$ cat src/rtl/upc_checkout_tally.sv
// upc_checkout_tally: turns debounced scan / clear key presses into BCD item
// and discount tallies, and latches a blinking theft alarm when a stolen item
// is scanned until the clear key is pressed.
module upc_checkout_tally #(
  parameter int BLINK_DIV = 25_000_000,
  parameter int CNT_MAX   = 99
) (
  input  logic       clk,
  input  logic       reset_n,
  input  logic       scan_n,
  input  logic       clear_n,
  input  logic       stolen,
  input  logic       discount,
  output logic [7:0] item_bcd,
  output logic [7:0] disc_bcd,
  output logic       alarm,
  output logic       alarm_blink,
  output logic       scan_ack
);

  localparam int             DIV_W    = $clog2(BLINK_DIV);
  localparam logic [DIV_W-1:0] DIV_LAST = DIV_W'(BLINK_DIV - 1);
  // Saturation value expressed as {tens,ones} BCD so it compares directly
  localparam logic [7:0]     MAX_BCD  = {4'(CNT_MAX / 10), 4'(CNT_MAX % 10)};

  typedef enum logic [0:0] {
    ST_IDLE  = 1'b0,
    ST_ALARM = 1'b1
  } state_t;

  state_t           state_r;
  logic [DIV_W-1:0] div_r;

  logic scan_sync1_r, scan_sync2_r, scan_prev_r;
  logic clear_sync1_r, clear_sync2_r, clear_prev_r;
  logic scan_pulse_s, clear_pulse_s;

  // Saturating two-digit BCD increment: ones 9 carries into tens, holds at max
  function automatic logic [7:0] bcd_inc(input logic [7:0] v);
    logic [7:0] r;
    if (v == MAX_BCD) begin
      r = v;
    end else if (v[3:0] == 4'd9) begin
      r = {v[7:4] + 4'd1, 4'd0};
    end else begin
      r = {v[7:4], v[3:0] + 4'd1};
    end
    return r;
  endfunction

  // Two-flop synchronizers plus a previous-value flop per key; idle level is 1
  always_ff @(posedge clk or negedge reset_n) begin
    if (!reset_n) begin
      scan_sync1_r  <= 1'b1;
      scan_sync2_r  <= 1'b1;
      scan_prev_r   <= 1'b1;
      clear_sync1_r <= 1'b1;
      clear_sync2_r <= 1'b1;
      clear_prev_r  <= 1'b1;
    end else begin
      scan_sync1_r  <= scan_n;
      scan_sync2_r  <= scan_sync1_r;
      scan_prev_r   <= scan_sync2_r;
      clear_sync1_r <= clear_n;
      clear_sync2_r <= clear_sync1_r;
      clear_prev_r  <= clear_sync2_r;
    end
  end

  // One-cycle press pulse on each synchronized falling edge (held key = one pulse)
  always_comb begin
    scan_pulse_s  = scan_prev_r & ~scan_sync2_r;
    clear_pulse_s = clear_prev_r & ~clear_sync2_r;
  end

  // Control FSM with registered tallies, alarm, blink divider and scan ack
  always_ff @(posedge clk or negedge reset_n) begin
    if (!reset_n) begin
      state_r     <= ST_IDLE;
      div_r       <= '0;
      item_bcd    <= 8'h00;
      disc_bcd    <= 8'h00;
      alarm       <= 1'b0;
      alarm_blink <= 1'b0;
      scan_ack    <= 1'b0;
    end else begin
      scan_ack <= 1'b0;
      case (state_r)
        ST_IDLE: begin
          alarm       <= 1'b0;
          alarm_blink <= 1'b0;
          div_r       <= '0;
          if (scan_pulse_s) begin
            if (stolen) begin
              // Blink starts in its "on" phase with a fresh divider
              state_r     <= ST_ALARM;
              alarm       <= 1'b1;
              alarm_blink <= 1'b1;
            end else begin
              item_bcd <= bcd_inc(item_bcd);
              if (discount) begin
                disc_bcd <= bcd_inc(disc_bcd);
              end else begin
                disc_bcd <= disc_bcd;
              end
              scan_ack <= 1'b1;
            end
          end else begin
            state_r <= ST_IDLE;
          end
        end
        ST_ALARM: begin
          // Scan presses are ignored here; clear takes priority over everything
          if (clear_pulse_s) begin
            state_r     <= ST_IDLE;
            alarm       <= 1'b0;
            alarm_blink <= 1'b0;
            div_r       <= '0;
          end else if (div_r == DIV_LAST) begin
            div_r       <= '0;
            alarm_blink <= ~alarm_blink;
          end else begin
            div_r <= div_r + DIV_W'(1);
          end
        end
        default: begin
          state_r     <= ST_IDLE;
          alarm       <= 1'b0;
          alarm_blink <= 1'b0;
          div_r       <= '0;
        end
      endcase
    end
  end

endmodule

$ cat config.mk
export PLATFORM = sky130hd
export DESIGN_NAME = upc_checkout_tally
export DESIGN_NICKNAME = d
export VERILOG_FILES = /design/src/rtl/upc_checkout_tally.sv
export SDC_FILE = /design/constraint.sdc
export NUM_CORES = 1
export LEC_CHECK = 0
export ABC_CLOCK_PERIOD_IN_PS = 2300
export BUFFER_PORTS_ARGS = -buffer_cell sky130_fd_sc_hd__buf_2
export CAP_MARGIN = 20
export CORE_UTILIZATION = 50
export DETAILED_ROUTE_END_ITERATION = 6
export PLACE_DENSITY = 0.76
export REMOVE_ABC_BUFFERS = 1
export SLEW_MARGIN = 20
export SYNTH_ARGS = -nofsm -noshare
export SYNTH_HDL_FRONTEND = slang
export SYNTH_SLANG_ARGS = --single-unit
$ cat constraint.sdc
create_clock -name clk -period 2.3 [get_ports clk]
set_input_delay 0.23 -clock clk [delete_from_list [all_inputs] [get_ports clk]]
set_output_delay 0.23 -clock clk [all_outputs]
set_load 0.005 [all_outputs]
### Word-level counts from Yosys, hierarchy flattened

Cells that the tools add are included.

* add/subtract/negate cells: 5
* equality and inequality tests: 7
* muxes and demuxes: 17
* bitwise logic cells: 9
* reductions and logical operators: 4

Operators by type and width (count)
* $mux W25: 2
* $pmux W25 S2: 1
* $add A25 B1 Y25 const B: 1
* $eq A25 B25 Y1 const B: 1
* $add A4 B1 Y4 const B: 4
* $eq A8 B8 Y1 const B: 2
* $reduce_and A5 Y1: 2
* $mux W1: 9
* $eq A4 B4 Y1 const B: 2
* $mux W4: 2
* $not A1 Y1: 7
* $pmux W1 S2: 3
* $reduce_and A6 Y1: 1
* $reduce_and A4 Y1: 1
* $ne A3 B1 Y1 const B: 1
* $and A1 B1 Y1: 2
* $ne A2 B1 Y1 const B: 1

* flip-flop bits (word level): 51
* output and inout bits: 19

### Depth between registers and ports, before layout

Gate-level depths: netlist of the first run.

* word-level depth: 4
* mapped depth: 6

### Least setup slack after synthesis of the first run

No wires, ideal clock.

* kind: register to register
* start: reg scan_prev_r
* end: reg disc_bcd[7]
* arrival: 1.757 ns
* required time: 2.177 ns
* path slack: 0.420 ns
* cell stages (with the launch flop): 5
* buffers on the path: 0
* period minus slack after synthesis: 1.880 ns
* path through: dfstp_2 or4b_1 nor4b_2 nand4_1 xnor2_1

* cells in the longest elaborated chain, start to end: 2

Ends and longest elaborated chain
* from (decl): RTL line 34 `logic scan_sync1_r, scan_sync2_r, scan_prev_r;`
* from (signal assigned): RTL line 63 `scan_prev_r <= scan_sync2_r;`
* $and A1 B1 Y1: RTL line 72 `scan_pulse_s = scan_prev_r & ~scan_sync2_r;`
* $reduce_and A6 Y1 (no line)
* to (signal assigned): RTL line 102 `disc_bcd <= bcd_inc(disc_bcd);`
* to (signal assigned): RTL line 104 `disc_bcd <= disc_bcd;`
* to (decl): RTL line 15 `output logic [7:0] disc_bcd,`

No other way between the ends.
A chain may end at the register's enable or synchronous reset.

### Worst setup path after layout of the first run

Ends and elaborated chain as after synthesis.

==> results of run 1 <==
[synth_stat cells (3+ instances only)]
library cell and instances:
xor2_1 8, a21oi_1 14, xnor2_1 14, nand2_1 18, and4_1 3, nand3_1 13, nand4_1 7, inv_1 11
ha_1 5, o21ai_0 5, o31ai_1 7, or4_1 4, nor2_1 22, dfstp_2 6, nor3_1 5, nor4_1 4
dfrtp_1 45
[power by group]
group / total (mW) / internal (mW) / switching (mW)
logic: 0.233 / 0.110 / 0.122
registers: 1.06 / 0.966 / 0.0903
clock network: 0.528 / 0.247 / 0.281
total: 1.82 / 1.32 / 0.494
[flip-flops by register name, summed over array words and instances (netlist names)]
register       flops
clear_prev_r       1
item_bcd           8
disc_bcd           8
scan_sync2_r       1
state_r            1
scan_prev_r        1
alarm              1
alarm_blink        1
clear_sync2_r      1
clear_sync1_r      1
div_r             25
scan_ack           1
scan_sync1_r       1
[layer usage]
| metal | up-vias | GRT usage [%] |
|---|---|---|
| met5 | - | 0 |
| met2 | 28 | 28.8 |
| met3 | 7 | 3.80 |
| met4 | 0 | 7.41 |
| met1 | 866 | 27.4 |
| li1 | 894 | - |
[area by class of cell]
type | count | area (µm²) | share of cell area [%]
Multi-Input combinational cell | 163 | 1070 | 39.4
Tap cell | 52 | 65.1 | 2.39
Timing Repair Buffer | 30 | 168 | 6.15
Clock buffer | 7 | 86.3 | 3.17
Clock inverter | 1 | 8.76 | 0.321
Sequential cell | 51 | 1280 | 47.1
Inverter | 11 | 41.3 | 1.51
[final timing paths]
| kind | to | slack [ns] | cells past startpoint |
|---|---|---|---|
| min in group asynchronous | disc_bcd[5] | 0.40 | 2 |
| max in group asynchronous | clear_prev_r | 1.21 | 3 |
| hold reg to reg | clear_sync2_r | 0.36 | 0 |
| hold / removal | scan_sync1_r | 0.03 | 1 |
| setup / recovery | disc_bcd[7] | 0.25 | 4 |
| setup reg to reg | disc_bcd[7] | 0.25 | 4 |
[logic make-up (layout without fill, tap and decap cells)]
group                    after synthesis  after routing  share of synthesized area, %
XOR/XNOR                              22             22                          7.97
multiplexers                           3              3                          1.35
flip-flops                            51             51                          53.1
AO/OA/AOI/OAI                         39             39                          10.3
AND/OR/NAND/NOR                       94             94                          22.0
buffers and inverters                 15             49                          2.69
adder cells (fa/ha/maj)                5              5                          2.59
[metrics by stage]
step / setup TNS, ns / power (mW) / setup slack, ns / area, µm²
finish: 0 / 1.82 / 0.254 / 2730
global route: 0 / 1.92 / 0.126 / 2730
CTS: 0 / 1.84 / 0.239 / 2730
detailed placement: 0 / 1.31 / 0.247 / 2620
global placement: 0 / 1.30 / 0.322 / 2620
floorplan: -5.45 / 1.18 / -0.257 / 2390
[timing repair]
item / 4_1_cts / 5_1_grt
hold buffers: 1 / 0
setup endpoints to repair: 0 / 0
gates resized for setup: 0 / 0
hold endpoints to repair: 14 / 0
==> summary.txt, run 1 <==
Floorplanning
  • Row Count: 24
  • Initial Util: 53.7%
  • Die Width: 71.6 µm
  • Die area: 0.00512 mm²
  • Io pins: 25
  • Die height: 71.6 µm
  • Core area: 0.00450 mm²

Detailed routing
  • DRT iter0 DRCs: 89
  • Uppermost routed layer: met4
  • M1 wire length: 2150 µm
  • Via count: 1795
  • Met2 WL: 2000 µm
  • Vias per cell: 5.70
  • ANT nets after route: 0
  • Wirelength per Cell: 13.8 µm
  • Final wirelength: 4340 µm
  • Routed met3 length: 114 µm
  • DRT Pass-1 Iters: 4
  • DRC: 0

Layout
  • Non-filler cells, final: 315
  • Final Util: 60.6%
  • Synthesis-to-layout area growth: 12.8%
  • Commonest cells after routing, fill and taps aside: 45 x dfrtp_1, 24 x buf_2, 22 x nor2_1
  • Layout fillers: 382
  • Number of diodes: 0
  • Final nets: 273
  • Commonest non-fill, non-tap cell in the layout: dfrtp_1
  • Share of cells above drive strength 1: 19.8%

Clock network
  • H-tree Lvls: 2
  • Post-CTS Setup Repair Bufs: 0
  • CTS tree: built
  • Root Buffer: clkbuf_8
  • Clock transition at path regs: 0.08 ns
  • Clk_lat worst skew: 0.30 ns
  • CTS Sinks: 51
  • Clock buffer depth: 2
  • TritonCTS buffer count: 5

Power and ir drop
  • Leakage power: 1.17 nW
  • Max IR drop VDD: 496 µV
  • Cell Pwr Density: 666 mW/mm²

Setup path
  • CP top delay family: simple AND/OR/NAND/NOR gates
  • Required @ worst endpoint: 2.49 ns
  • Crit path max-delay cell type: nor4b_2
  • Setup CP Type: flip-flop to flip-flop
  • Crit. End Element: flip-flop
  • Critical Path AT: 2.23 ns
  • Cells along the critical path: or4b_1, nor4b_2, nand4_1, xnor2_1
  • Crit path launch: scan_prev_r
  • Reg-to-Reg Start: scan_prev_r
  • Buf/Inv on CP: 0
  • Startpoint Class: flip-flop
  • Highest net fanout along the worst path: 4
  • CP peak stage delay: 0.56 ns

Placement
  • Port bufs: 24
  • Inst Count DP: 306
  • Detail Placement HPWL: 3110 µm
  • Routability cong.: 0.781

Synth
  • Synth top area cells: dfrtp_1 47%, dfstp_2 6.5%, xnor2_1 5.1%
  • Synth Warn #: 0
  • Post-synth cell types: 45
  • Syn avg cell area: 10.6 µm²
  • Top FF cell, synth: dfrtp_1
  • Proportion of synthesized chip area in sequential cells: 53.1%
  • Async set-reset flop share out of synthesis: 100%
  • Gate Count Post-Synth: 229
  • Register bit total from synthesis: 51
  • Post-synth EDFFs: 0
  • Leading area contributor after synthesis: dfrtp_1
  • Mapped Area: 0.00242 mm²
  • Top cell type's share of synthesized area: 46.6%

STA
  • WHS: 0.0253 ns
  • Fin. Hold Viols: 0
  • Skew final: 0.00877 ns
  • Pin slew with the least headroom to its limit: 0.524 ns
  • Final setup viols: 0
  • Rel. slew slack: 65.0%
  • RSZ-0062 raised after global routing: no
  • Pins Over Slew Limit: 0
  • Final Critical Period: 2.05 ns
  • FMAX: 489 MHz
  • Final Cycle Share: 89.0%

Global routing
  • Via count of the first global-routing pass: 1626
  • Grt ovf: 0
  • First-pass GRT wire length: 7560 µm
  • Largest net degree at the start of global routing: 24
  • Gr usage total: 19.1%
  • Initial antenna violation count: 0

Run status
  • Outcome: complete, no violations

Flow run
  • Maxcap violations: 0

Worst hold path
  • Hold path startpoint: scan_n
  • Tightest Hold Check Type: primary input to flip-flop
Power figures use the tool's default switching activity.
==> run 2: changes to the inputs <==
--- a/config.mk
+++ b/config.mk
@@ -8,9 +8,9 @@
 export ABC_CLOCK_PERIOD_IN_PS = 2300
 export BUFFER_PORTS_ARGS = -buffer_cell sky130_fd_sc_hd__buf_2
 export CAP_MARGIN = 20
-export CORE_UTILIZATION = 50
+export CORE_UTILIZATION = 55
 export DETAILED_ROUTE_END_ITERATION = 6
-export PLACE_DENSITY = 0.76
+export PLACE_DENSITY = 0.82
 export REMOVE_ABC_BUFFERS = 1
 export SLEW_MARGIN = 20
 export SYNTH_ARGS = -nofsm -noshare
==> run 2 against run 1 <==
  * First-iteration DRC count increased by 27%
  * Power increased by 6.2%
  * Register-to-register slack is essentially flat
  * Non-clock buffer count is 1 lower
  * Largest power group unchanged
==> summary.txt, run 2 (synthesis gave the netlist of run 1 again) <==
Layout
  • Commonest non-fill, non-tap cell in the layout: dfrtp_1
  • Area of the multi-input gates: 0.00107 mm²
  • Final nets: 272
  • Biggest register: div_r
  • Biggest regs: div_r x25, disc_bcd x8, item_bcd x8
  • Final Util: 66.6%
  • Synthesis-to-layout area growth: 13.3%
  • Share of cells above drive strength 1: 19.8%
  • Max reg flops: 25
  • Number of diodes: 0
  • Commonest cells after routing, fill and taps aside: 45 x dfrtp_1, 24 x buf_2, 22 x nor2_1
  • Register area: 0.00128 mm²
  • Fin area: 0.00274 mm²
  • Layout fillers: 331

STA
  • Fin. Hold Viols: 0
  • Pin slew with the least headroom to its limit: 0.610 ns
  • Final Critical Period: 2.04 ns
  • Setup TNS: 0 ns
  • Pins Over Slew Limit: 0
  • Final Cycle Share: 88.8%
  • RSZ-0062 raised after global routing: no
  • Skew final: 0.00906 ns
  • WHS: 0.00917 ns
  • Final setup viols: 0
  • FMAX: 489 MHz
  • Rel. slew slack: 59.3%

Global routing
  • Largest net degree at the start of global routing: 52
  • First-pass GRT wire length: 7670 µm
  • Gr usage total: 22.3%
  • Initial antenna violation count: 0
  • Via count of the first global-routing pass: 1683
  • Grt ovf: 0

Clock network
  • TritonCTS buffer count: 5
  • Post_cts resized: 0
  • Clk_lat worst skew: 0.31 ns
  • H-tree Lvls: 2
  • CTS Hold Bufs: 0
  • Root Buffer: clkbuf_8
  • CTS tree: built
  • Clock transition at path regs: 0.09 ns
  • Clock buffer depth: 2
  • CTS Sinks: 51
  • Post-CTS Setup Repair Bufs: 0

Floorplanning
  • Die height: 68.3 µm
  • Io pins: 25
  • Row Count: 23
  • Die area: 0.00467 mm²
  • Initial Util: 58.8%
  • Die Width: 68.3 µm
  • Core area: 0.00412 mm²

Run status
  • Outcome: complete, no violations

Detailed routing
  • DRT Pass-1 Iters: 4
  • Vias per cell: 5.89
  • ANT nets after route: 0
  • DRT iter0 DRCs: 113
  • Final wirelength: 4460 µm
  • DRC: 0
  • Via count: 1839
  • Wirelength per Cell: 14.3 µm

Power and ir drop
  • Cell Pwr Density: 704 mW/mm²
  • Max IR drop VDD: 436 µV
  • Leakage power: 1.18 nW
  • Tot Pwr: 1.93 mW

Setup path
  • Critical Path AT: 2.28 ns
  • Highest net fanout along the worst path: 11
  • Crit. End Element: flip-flop
  • Startpoint Class: flip-flop
  • Required @ worst endpoint: 2.53 ns
  • Setup CP Type: flip-flop to flip-flop

Flow run
  • Maxcap violations: 0

Worst hold path
  • Tightest Hold Check Type: primary input to asynchronous set/reset pin

Placement
  • Detail Placement HPWL: 3010 µm
  • Port bufs: 24
  • Routability cong.: 0.853
  • Placed instance area: 0.00261 mm²
-- run 2: worst paths after layout --
path	slack, ns	to	startpoint	cells past startpoint
worst min register to register	0.36	scan_sync2_r	scan_sync1_r	0
min in group clk	0.02	clear_sync1_r	clear_n	1
worst max register to register	0.26	item_bcd[7]	scan_prev_r	5
max in group asynchronous	1.87	div_r[13]	reset_n	2
worst min-delay path	0.009	scan_ack	reset_n	2
worst max-delay path	0.26	item_bcd[7]	scan_prev_r	5
-- run 2: layout make-up --
cell class	count	share of cell area [%]
multi-input cells	163	39.2
flip-flops and latches	51	46.8
inverters	11	1.51
well taps	50	2.28
repair buffers	29	5.84
clock inverters	2	1.28
clock buffers	6	3.01
-- run 2: routing by layer --
metal	GRT usage [%]	vias to the layer above	routed length (µm)
met2	34.8	47	2100
met5	0	-	0
met3	5.50	8	195
li1	-	892	-
met1	29.4	892	2070
met4	9.38	0	86
-- run 2: per-stage QoR --
step           cells  worst slack (ns)
2_1_floorplan    225            -0.257
3_3_place_gp     303             0.327
3_5_place_dp     303             0.275
4_1_cts          311             0.258
5_1_grt          312             0.103
6_report         312             0.257
-- run 2: where the power goes --
group          internal (mW)  total, mW  switching, mW
sequential             0.966       1.06         0.0948
combinational          0.109      0.228          0.119
clock                  0.352      0.640          0.288
-- run 2: worst max-delay path: stages, from the launching register on --
cell and delay, ns:
dfstp_2 0.53, or4b_1 0.53, inv_1 0.29, o2111ai_1 0.26
nor2_1 0.18, xor2_1 0.17
==> run 3: changes to the inputs <==
--- a/config.mk
+++ b/config.mk
@@ -8,9 +8,9 @@
 export ABC_CLOCK_PERIOD_IN_PS = 2300
 export BUFFER_PORTS_ARGS = -buffer_cell sky130_fd_sc_hd__buf_2
 export CAP_MARGIN = 20
-export CORE_UTILIZATION = 55
+export CORE_UTILIZATION = 35
 export DETAILED_ROUTE_END_ITERATION = 6
-export PLACE_DENSITY = 0.82
+export PLACE_DENSITY = 0.59
 export REMOVE_ABC_BUFFERS = 1
 export SLEW_MARGIN = 20
 export SYNTH_ARGS = -nofsm -noshare
==> run 3 against run 2 <==
  * Sequential power is essentially flat
  * Via count shrank 3.1%
  * Largest power group unchanged
  * Die area grew 55%
  * Combinational power is essentially flat
  * Utilization shrank 24 points
  * Non-clock buffer count grew 1
  * Final area grew 1.4%
  * Clock skew shrank 0.0040 ns
  * Flip-flop and latch count is the same
  * Worst hold slack gained 0.019 ns
  * Worst setup slack gained 0.031 ns
==> summary.txt, run 3 (synthesis gave the netlist of run 1 again) <==
Run status
  • Outcome: complete, no violations

Detailed routing
  • Wirelength per Cell: 13.3 µm
  • Vias per cell: 5.24
  • Final wirelength: 4540 µm
  • DRT Pass-1 Iters: 4
  • ANT nets after route: 0
  • Via count: 1782
  • DRT iter0 DRCs: 125
  • DRC: 0

Layout
  • Register area: 0.00128 mm²
  • Synthesis-to-layout area growth: 14.9%
  • Commonest cells after routing, fill and taps aside: 45 x dfrtp_1, 24 x buf_2, 22 x nor2_1
  • Final nets: 273
  • Area of the multi-input gates: 0.00107 mm²
  • Layout fillers: 622
  • Number of diodes: 0
  • Commonest non-fill, non-tap cell in the layout: dfrtp_1
  • Biggest register: div_r
  • Share of cells above drive strength 1: 19.8%
  • Max reg flops: 25
  • Biggest regs: div_r x25, disc_bcd x8, item_bcd x8

STA
  • WHS: 0.0283 ns
  • Final Critical Period: 2.01 ns
  • Pins Over Slew Limit: 0
  • Fin. Hold Viols: 0
  • Pin slew with the least headroom to its limit: 0.638 ns
  • RSZ-0062 raised after global routing: no
  • Rel. slew slack: 57.5%
  • Skew final: 0.00503 ns
  • Final Cycle Share: 87.5%
  • FMAX: 497 MHz
  • Setup slack of the critical path after layout: 0.288 ns
  • Final setup viols: 0

Floorplanning
  • Die area: 0.00725 mm²
  • Initial Util: 37.2%
  • Io pins: 25
  • Core area: 0.00649 mm²
  • Die Width: 85.1 µm
  • Row Count: 29
  • Die height: 85.1 µm

Power and ir drop
  • Net Sw Frac: 26.7%
  • Max IR drop VDD: 248 µV
  • Power share of the sequential group: 55.2%
  • Cell Pwr Density: 688 mW/mm²
  • Logic pwr share: 12.1%
  • Internal power: 1.40 mW
  • Switching power: 511 µW
  • Leakage power: 1.18 nW
  • Clock power frac: 32.8%

Global routing
  • Via count of the first global-routing pass: 1721
  • Largest net degree at the start of global routing: 52
  • First-pass GRT wire length: 8110 µm
  • Grt ovf: 0
  • Initial antenna violation count: 0
  • Gr usage total: 14.0%

Clock network
  • CTS tree: built
  • Post_cts resized: 0
  • Clk_lat worst skew: 0.31 ns
  • Root Buffer: clkbuf_8
  • H-tree Lvls: 2
  • Clock buffer depth: 2
  • Clock transition at path regs: 0.09 ns
  • TritonCTS buffer count: 5
  • CTS Sinks: 51

Setup path
  • Setup CP Type: flip-flop to flip-flop
  • Highest net fanout along the worst path: 4
  • Required @ worst endpoint: 2.50 ns
  • Crit. End Element: flip-flop
  • Critical Path AT: 2.21 ns
  • Startpoint Class: flip-flop

Placement
  • Detail Placement HPWL: 3150 µm
  • Routability cong.: 0.779
  • Port bufs: 24
  • Pre-CTS WS: 0.272 ns

Worst hold path
  • Tightest Hold Check Type: primary input to asynchronous set/reset pin

Flow run
  • Maxcap violations: 0
-- run 3: cell types whose count changed in the layout (fill, tap and decap cells not counted) --
cell,delta
dlygate4sd3_1,+1
clkinv_4,+1
clkbuf_8,-1
-- run 3: repair_timing --
| action | 4_1_cts | 5_1_grt |
|---|---|---|
| buffers inserted | 0 | 0 |
| hold buffers | 0 | 2 |
| hold endpoints to repair | 0 | 2 |
-- run 3: worst max-delay path, cell delays in order (launching register included) --
cell     delay, ns
dfstp_2       0.54
or4b_1        0.52
nor4b_2       0.52
nand4_1       0.17
xnor2_1       0.15
-- run 3: path summary, 6_finish.rpt --
path	startpoint	to	slack, ns	cells after the start
worst max-delay path	scan_prev_r	disc_bcd[7]	0.29	4
worst min-delay path	reset_n	disc_bcd[7]	0.03	2
worst max register to register	scan_prev_r	disc_bcd[7]	0.29	4
worst min register to register	clear_sync1_r	clear_sync2_r	0.36	0
max in group asynchronous	reset_n	div_r[21]	1.85	2
min in group clk	discount	disc_bcd[0]	0.15	2
-- run 3: power by group through the flow --
stage	Clock, mW	Combinational (mW)	Sequential (mW)
finish	0.627	0.231	1.05
CTS	0.644	0.233	1.06
global route	0.687	0.263	1.07
floorplan	0	0.119	1.06
global placement	0	0.227	1.07
detailed placement	0	0.232	1.07
-- run 3: cell type report --
| class | instances | share of cell area, % |
|---|---|---|
| sequential | 51 | 46.2 |
| multi-input combinational | 163 | 38.7 |
| timing repair buffer | 30 | 6.12 |
| tap | 77 | 3.47 |
| clock buffer | 5 | 2.48 |
| clock inverter | 3 | 1.58 |
| inverter | 11 | 1.49 |
-- run 3: stage by stage --
step	std cells	utilization (%)	area, µm²	TNS (ns)	total power [mW]
after floorplan	225	-	2390	-5.45	1.18
after global placement	330	40.7	2650	0	1.30
after detailed placement	330	40.7	2650	0	1.31
after CTS	338	42.5	2760	0	1.93
after global routing	340	42.8	2780	0	2.02
final	340	42.8	2780	0	1.91
-- run 3: metal layers --
layer / global-route usage, % / wire [µm] / up-vias
met4: 5.70 / 76 / 0
met5: 0 / 0 / -
met3: 2.92 / 118 / 5
li1: - / - / 892
met1: 18.8 / 2230 / 858
met2: 22.3 / 2110 / 27
